### config.mk
export PLATFORM = sky130hd
export DESIGN_NAME = instr_fetch_flat
export DESIGN_NICKNAME = d
export VERILOG_FILES = /design/src/rtl/instr_fetch_if.sv /design/src/rtl/instr_fetch.sv /design/src/flat_wrapper.sv
export SDC_FILE = /design/constraint.sdc
export NUM_CORES = 1
export LEC_CHECK = 0
export ABC_CLOCK_PERIOD_IN_PS = 2210
export BUFFER_PORTS_ARGS = -buffer_cell sky130_fd_sc_hd__buf_4
export CORE_MARGIN = 2
export CORE_UTILIZATION = 52
export DETAILED_ROUTE_END_ITERATION = 7
export PLACE_DENSITY = 0.85
export SLEW_MARGIN = 20
export SYNTH_ARGS = -nofsm -noshare
export SYNTH_HDL_FRONTEND = slang
export SYNTH_SLANG_ARGS = --single-unit
### constraint.sdc
create_clock -name clk -period 2.21 [get_ports clk]
set_input_delay 0.1105 -clock clk [delete_from_list [all_inputs] [get_ports clk]]
set_output_delay 0.1105 -clock clk [all_outputs]
set_load 0.02 [all_outputs]
### src/rtl/instr_fetch_if.sv
// Bus bundle between the fetch stage, instruction memory and the Thumb decoder.
// The master side is the fetch unit; the slave side is memory plus decoder.
interface instr_fetch_if #(
  parameter int ADDR_W = 32
);
  logic              imem_req;
  logic [ADDR_W-1:0] imem_addr;
  logic [31:0]       imem_rdata;
  logic [15:0]       instruction;
  logic [ADDR_W-1:0] instr_pc;
  logic              instr_valid;
  logic              instr_ready;
  logic              branch_en;
  logic [ADDR_W-1:0] branch_target;

  modport master (
    output imem_req, imem_addr, instruction, instr_pc, instr_valid,
    input  imem_rdata, instr_ready, branch_en, branch_target
  );

  modport slave (
    input  imem_req, imem_addr, instruction, instr_pc, instr_valid,
    output imem_rdata, instr_ready, branch_en, branch_target
  );
endinterface

### src/rtl/instr_fetch.sv
// Thumb fetch stage: word fetch from a 1-cycle memory, split into halfwords,
// 4-deep halfword buffer with valid/ready output and branch redirect.
module instr_fetch #(
  parameter int                ADDR_W   = 32,
  parameter logic [ADDR_W-1:0] RESET_PC = '0
) (
  input  logic          clk,
  input  logic          rst,
  instr_fetch_if.master bus
);
  typedef enum logic [1:0] {ST_RESET, ST_RUN, ST_REDIRECT} state_t;

  state_t            state_reg, state_next;
  logic [2:0]        count_reg, count_next;
  logic [1:0]        rd_ptr_reg, wr_ptr_reg;
  logic              inflight_reg;
  logic              skip_lo_reg;
  logic [ADDR_W-1:0] fetch_pc_reg;
  logic [ADDR_W-1:0] req_pc_reg;

  logic              branch;
  logic              resp;
  logic              issue;
  logic              pop;
  logic [1:0]        push_n;
  logic              wr0_en, wr1_en;
  logic [1:0]        wr1_ptr;
  logic [15:0]       wr0_hw;
  logic [ADDR_W-1:0] wr0_pc, hi_pc;

  logic [15:0]       hw_q [4];
  logic [ADDR_W-1:0] pc_q [4];

  always_comb begin
    state_next = state_reg;
    branch     = bus.branch_en;
    // A response arriving in the branch cycle is wrong-path and is simply dropped.
    resp       = inflight_reg && !branch;
    pop        = (count_reg != 3'd0) && bus.instr_ready && !branch;
    issue      = !rst && !branch &&
                 ((count_reg + (inflight_reg ? 3'd2 : 3'd0)) <= 3'd2);
    push_n     = resp ? (skip_lo_reg ? 2'd1 : 2'd2) : 2'd0;
    count_next = branch ? 3'd0 : (count_reg + {1'b0, push_n} - {2'b00, pop});
    case (state_reg)
      ST_RESET:    state_next = branch ? ST_REDIRECT : ST_RUN;
      ST_RUN:      state_next = branch ? ST_REDIRECT : ST_RUN;
      ST_REDIRECT: state_next = branch ? ST_REDIRECT : ST_RUN;
      default:     state_next = ST_RUN;
    endcase
  end

  always_ff @(posedge clk) begin
    if (rst) begin
      state_reg    <= ST_RESET;
      count_reg    <= 3'd0;
      rd_ptr_reg   <= 2'd0;
      wr_ptr_reg   <= 2'd0;
      inflight_reg <= 1'b0;
      skip_lo_reg  <= 1'b0;
      fetch_pc_reg <= RESET_PC;
      req_pc_reg   <= RESET_PC;
    end else begin
      state_reg    <= state_next;
      count_reg    <= count_next;
      inflight_reg <= issue;
      if (branch) begin
        rd_ptr_reg   <= 2'd0;
        wr_ptr_reg   <= 2'd0;
        fetch_pc_reg <= {bus.branch_target[ADDR_W-1:2], 2'b00};
        skip_lo_reg  <= bus.branch_target[1];
      end else begin
        rd_ptr_reg <= rd_ptr_reg + {1'b0, pop};
        wr_ptr_reg <= wr_ptr_reg + push_n;
        if (issue) begin
          fetch_pc_reg <= fetch_pc_reg + ADDR_W'(4);
          req_pc_reg   <= fetch_pc_reg;
        end
        if (resp) skip_lo_reg <= 1'b0;
      end
    end
  end

  // A word pushes up to two halfwords; after a branch to an odd halfword only the upper one.
  assign hi_pc   = req_pc_reg + ADDR_W'(2);
  assign wr0_en  = resp;
  assign wr1_en  = resp && !skip_lo_reg;
  assign wr1_ptr = wr_ptr_reg + 2'd1;
  assign wr0_hw  = skip_lo_reg ? bus.imem_rdata[31:16] : bus.imem_rdata[15:0];
  assign wr0_pc  = skip_lo_reg ? hi_pc : req_pc_reg;

  genvar gi;
  generate
    for (gi = 0; gi < 4; gi++) begin : g_entry
      logic [15:0]       hw_reg;
      logic [ADDR_W-1:0] pc_reg;

      always_ff @(posedge clk) begin
        if (rst) begin
          hw_reg <= 16'h0000;
          pc_reg <= RESET_PC;
        end else if (wr0_en && (wr_ptr_reg == 2'(gi))) begin
          hw_reg <= wr0_hw;
          pc_reg <= wr0_pc;
        end else if (wr1_en && (wr1_ptr == 2'(gi))) begin
          hw_reg <= bus.imem_rdata[31:16];
          pc_reg <= hi_pc;
        end
      end

      assign hw_q[gi] = hw_reg;
      assign pc_q[gi] = pc_reg;
    end
  endgenerate

  assign bus.imem_req    = issue;
  assign bus.imem_addr   = fetch_pc_reg;
  assign bus.instr_valid = (count_reg != 3'd0);
  assign bus.instruction = hw_q[rd_ptr_reg];
  assign bus.instr_pc    = pc_q[rd_ptr_reg];
endmodule

### src/flat_wrapper.sv
// flat-port wrapper written by rule: the top's interface ports become plain ports
module instr_fetch_flat 
#(
  parameter int                ADDR_W   = 32,
  parameter logic [ADDR_W-1:0] RESET_PC = '0
)
  (clk, rst, bus_imem_req, bus_imem_addr, bus_instruction, bus_instr_pc, bus_instr_valid, bus_imem_rdata, bus_instr_ready, bus_branch_en, bus_branch_target);
  instr_fetch_if #(.ADDR_W(ADDR_W)) bus_i ();
  input  logic clk;
  input  logic rst;
  output wire logic [$bits(bus_i.imem_req)-1:0] bus_imem_req;
  output wire logic [$bits(bus_i.imem_addr)-1:0] bus_imem_addr;
  output wire logic [$bits(bus_i.instruction)-1:0] bus_instruction;
  output wire logic [$bits(bus_i.instr_pc)-1:0] bus_instr_pc;
  output wire logic [$bits(bus_i.instr_valid)-1:0] bus_instr_valid;
  input wire logic [$bits(bus_i.imem_rdata)-1:0] bus_imem_rdata;
  input wire logic [$bits(bus_i.instr_ready)-1:0] bus_instr_ready;
  input wire logic [$bits(bus_i.branch_en)-1:0] bus_branch_en;
  input wire logic [$bits(bus_i.branch_target)-1:0] bus_branch_target;
  assign bus_imem_req = bus_i.imem_req;
  assign bus_imem_addr = bus_i.imem_addr;
  assign bus_instruction = bus_i.instruction;
  assign bus_instr_pc = bus_i.instr_pc;
  assign bus_instr_valid = bus_i.instr_valid;
  assign bus_i.imem_rdata = bus_imem_rdata;
  assign bus_i.instr_ready = bus_instr_ready;
  assign bus_i.branch_en = bus_branch_en;
  assign bus_i.branch_target = bus_branch_target;
  instr_fetch #(.ADDR_W(ADDR_W), .RESET_PC(RESET_PC)) u_core (.clk(clk), .rst(rst), .bus(bus_i));
endmodule
==> results.toml <==
[worst_setup_path]
worstReg2RegStart = "u_core.count_reg[1]$_SDFF_PP0_"
setup.reg_to_reg.worst_slack_ns = -0.02
critPathKind = "register to register"
worst_ep_required_ns = 2.62
max_stage_delay_ns = 0.39
cp_common_cell = "sky130_fd_sc_hd__ha_4"
critPathCaptureType = "register"
cp_slowest_cell = "sky130_fd_sc_hd__or3_4"
timing.critical_path.cells = "or3_4, and3_4, ha_4, inv_4, ha_4, inv_2, fa_2, xnor2_2, xnor2_1, nor2_1"
rr_worst_depth = 10
worst_ep_arrival_time_ns = 2.64
critical_path_peak_fanout = 2
r2r_end = "u_core.count_reg[2]$_SDFF_PP0_"
start_kind = "register"

[sta]
max_slew.worst_pin.slew_ns = 1.28
maxSlewViolCount = 0
layout_setup_ws_ns = -0.0228
worst_rel_slew_slack_pct = 14.6
fin_hold_ws_ns = 0.0230
post-route-min-period_ns = 2.23
worst_clock_skew_ns = 0.0236
max_freq_mhz = 448
layout_worst_path_cycle_share_pct = 101
final-hold-violation-count = 0
rsz_0062_raised_after_global_routing = "yes"
finalSetupViolCount = 1

[clock_network]
clkSlewWorstSetupHoldPaths_ns = 0.06
number_of_cts_inserted_buffers = 25
htree_num_levels = 1
tritoncts = "done"
cts_max_path_buffers = 3
clk-insertion-delay-late_ns = 0.53
numClockSinks = 257
root_buffer = "sky130_fd_sc_hd__clkbuf_16"

[yosys]
synth_cell_type_count = 52
synth_async_sr_flop_share_pct = 0
postSynthCellCount = 1370
yosys_warnings = 0
ys_ff_latch = 257
ys.flop_type = "sky130_fd_sc_hd__dfxtp_1"
mappedNetlistArea_mm2 = 0.0115
synth_edf_count = 0
synth_seq_area_share_pct = 44.6
post_synth.cell_area_avg_um2 = 8.43

[power]
portion_of_total_power_attributed_to_the_clock_network_pct = 42.1
ir_drop_v = 0.000412
p_per_area_mw_per_mm2 = 697
power_switching_share_pct = 24.6
power_leakage_uw = 0.00502
comb_power_share_pct = 9.8
internal_power_uw = 7580
power.net_switching_uw = 2480
seqPwrFrac_pct = 48.1

[global_route]
first_global_vias = 10700
grt_first_pass_wirelength_um = 53800
antenna_violations_before_repair = 0
grt_remaining_overflow = 0
track_usage_pct = 27.7
grt_start_max_net_pins = 251

[layout]
area_growth_syn_to_layout_pct = 25.1
finalInstanceArea_mm2 = 0.0144
num_antenna_cells = 0
layout.nets = 1604
finished_layout_cells = 1826
drive_above_1_share_pct = 20.2
largest_reg_flops = 124
layout.core_utilization_pct = 66.2
fillers = 1624

[floorplan]
die-width_um = 153
fp.dieH_um = 153
core_area_mm2 = 0.0218
start_util_pct = 52.9
fp.dieArea_mm2 = 0.0234
io-pin-count = 150
rows = 54

[drt]
route.antenna.remaining_nets = 0
wl_um = 34000
drt_iter0_drc = 1109
wl_per_cell_um = 18.6
vias_per_cell = 6.01
vias = 11000
drc = 0
drtPass1Iterations = 5

[outcome]
outcome = "complete, but fails checks"
violations = "setup timing"

[job]
cap_violations = 0

[min_path]
min_delay_path_depth = 4
worst_hold_path_type = "primary input to register"
worstHoldEndpoint = "u_core.bus.imem_addr[30]$_SDFFE_PP0P_"
min_from = "bus_branch_target[30]"

[place]
port_buffers = 145
place_hpwl_um = 20400
placement.setup.worst_slack_ns = -0.0423
dp.cells = 1727
finalWeightedCongestion = 0.887
placedInstanceArea_mm2 = 0.0130
[placed cells by master, fill, tap and decap left out, types with 12 or more instances in the layout]
master / n
sky130_fd_sc_hd__mux2i_1: 16
sky130_fd_sc_hd__mux4_2: 47
sky130_fd_sc_hd__a21oi_1: 228
sky130_fd_sc_hd__xnor2_1: 13
sky130_fd_sc_hd__buf_4: 175
sky130_fd_sc_hd__nor2_1: 19
sky130_fd_sc_hd__o211ai_1: 67
sky130_fd_sc_hd__buf_12: 14
sky130_fd_sc_hd__nand4_1: 17
sky130_fd_sc_hd__clkbuf_16: 25
sky130_fd_sc_hd__xor2_1: 12
sky130_fd_sc_hd__dlygate4sd3_1: 47
sky130_fd_sc_hd__and2_1: 13
sky130_fd_sc_hd__nand2_1: 457
sky130_fd_sc_hd__dfxtp_1: 253
[power groups by stage]
| stage | Sequential, uW | Clock (uW) | Combinational [uW] |
|---|---|---|---|
| 4_1_cts | 4830 | 4240 | 955 |
| 3_3_place_gp | 4930 | 0 | 861 |
| 6_report | 4840 | 4230 | 988 |
| 3_5_place_dp | 4940 | 0 | 877 |
| 2_1_floorplan | 4950 | 0 | 456 |
| 5_1_grt | 4850 | 4440 | 1050 |
[per-stage QoR]
| step | total power, uW | setup TNS (ns) |
|---|---|---|
| 4_1_cts | 10000 | 0 |
| 2_1_floorplan | 5410 | 0 |
| 6_report | 10100 | -0.0228 |
| 5_1_grt | 10300 | -0.0679 |
| 3_3_place_gp | 5790 | 0 |
| 3_5_place_dp | 5810 | -0.0423 |
[kinds of logic (layout without fill, tap and decap cells)]
group / count (synthesis) / after routing / synth area share [%]
flip-flops: 257 / 257 / 44.6
AO/OA/AOI/OAI: 324 / 324 / 16.0
AND/OR/NAND/NOR: 571 / 571 / 21.2
adder cells (fa/ha/maj): 8 / 8 / 0.932
other: 1 / 3 / 0.0325
XOR/XNOR: 27 / 27 / 2.11
buffers and inverters: 116 / 290 / 4.28
multiplexers: 66 / 66 / 10.9
[cell usage after synthesis, types with 4 or more instances]
cell                       count  area [um2]
sky130_fd_sc_hd__nand4_1      17         106
sky130_fd_sc_hd__nand2_1     458        1720
sky130_fd_sc_hd__and2_1       13        81.3
sky130_fd_sc_hd__inv_1         6        22.5
sky130_fd_sc_hd__nor2_1       23        86.3
sky130_fd_sc_hd__mux4_2       47        1060
sky130_fd_sc_hd__dfxtp_1     257        5140
sky130_fd_sc_hd__nor3_1        9        45.0
sky130_fd_sc_hd__and4_1        6        52.6
sky130_fd_sc_hd__clkbuf_1     62         233
sky130_fd_sc_hd__a211oi_1      8        60.1
sky130_fd_sc_hd__and3_1        5        31.3
sky130_fd_sc_hd__a21oi_1     228        1140
sky130_fd_sc_hd__o22ai_1       4        25.0
sky130_fd_sc_hd__o211ai_1     67         503
sky130_fd_sc_hd__xor2_1       12         105
sky130_fd_sc_hd__buf_1        10        37.5
sky130_fd_sc_hd__ha_1          7        87.6
sky130_fd_sc_hd__mux2i_1      16         160
sky130_fd_sc_hd__or3_1         5        31.3
sky130_fd_sc_hd__a31oi_1       7        43.8
sky130_fd_sc_hd__xnor2_1      14         123
sky130_fd_sc_hd__buf_2        32         160
sky130_fd_sc_hd__nand3_1      10        50.1
sky130_fd_sc_hd__buf_4         5        37.5
[worst max-delay path: cells and delay by family (launching register included)]
family / cells / cell delay, ns
DFF: 1 / 0.32
and+or+nand+nor: 3 / 0.64
buffers and inverters: 2 / 0.10
xor gates and xnor gates: 2 / 0.32
adders and majority gates: 3 / 0.74
[per-layer routing]
metal | wire (um) | vias to the layer above | share of wire, % | GRT usage, %
met5 | 0 | - | 0 | 0
met4 | 935 | 0 | 2.7 | 10.0
met3 | 2860 | 90 | 8.4 | 4.00
met2 | 16800 | 599 | 49 | 47.2
met1 | 13400 | 5227 | 40 | 36.0
li1 | - | 5063 | - | -
[worst max-delay path by stage]
| stage | from | endpoint | slack (ns) | cells after the start |
|---|---|---|---|---|
| after floorplan | u_core.count_reg[1]$_SDFF_PP0_ | u_core.count_reg[2]$_SDFF_PP0_ | 0.02 | 10 |
| final | u_core.count_reg[1]$_SDFF_PP0_ | u_core.count_reg[2]$_SDFF_PP0_ | -0.02 | 10 |
| after global routing | u_core.count_reg[1]$_SDFF_PP0_ | u_core.count_reg[2]$_SDFF_PP0_ | -0.06 | 10 |
| after detailed placement | u_core.count_reg[1]$_SDFF_PP0_ | u_core.count_reg[2]$_SDFF_PP0_ | -0.04 | 10 |
| after global placement | u_core.count_reg[1]$_SDFF_PP0_ | u_core.count_reg[2]$_SDFF_PP0_ | 0.03 | 10 |
| after CTS | u_core.rd_ptr_reg[0]$_SDFF_PP0_ | bus_instr_pc[3] | 0.0008 | 3 |
[final cells by class]
class	count	area [um2]	area share, %
clock buffers	37	741	5.13
clock inverters	8	68.8	0.477
repair buffers	238	2090	14.5
multi-input cells	999	6010	41.6
flip-flops and latches	257	5150	35.7
well taps	280	350	2.43
inverters	7	31.3	0.217
[repair_timing]
item | 4_1_cts | 5_1_grt
endpoints found under the setup margin | 2 | 13
setup buffers | 1 | 6
pin swaps | 0 | 5
hold endpoints to repair | 92 | 0
hold buffers | 47 | 0
resized for setup | 5 | 10
Note: power is estimated with default switching activity, not from simulation.
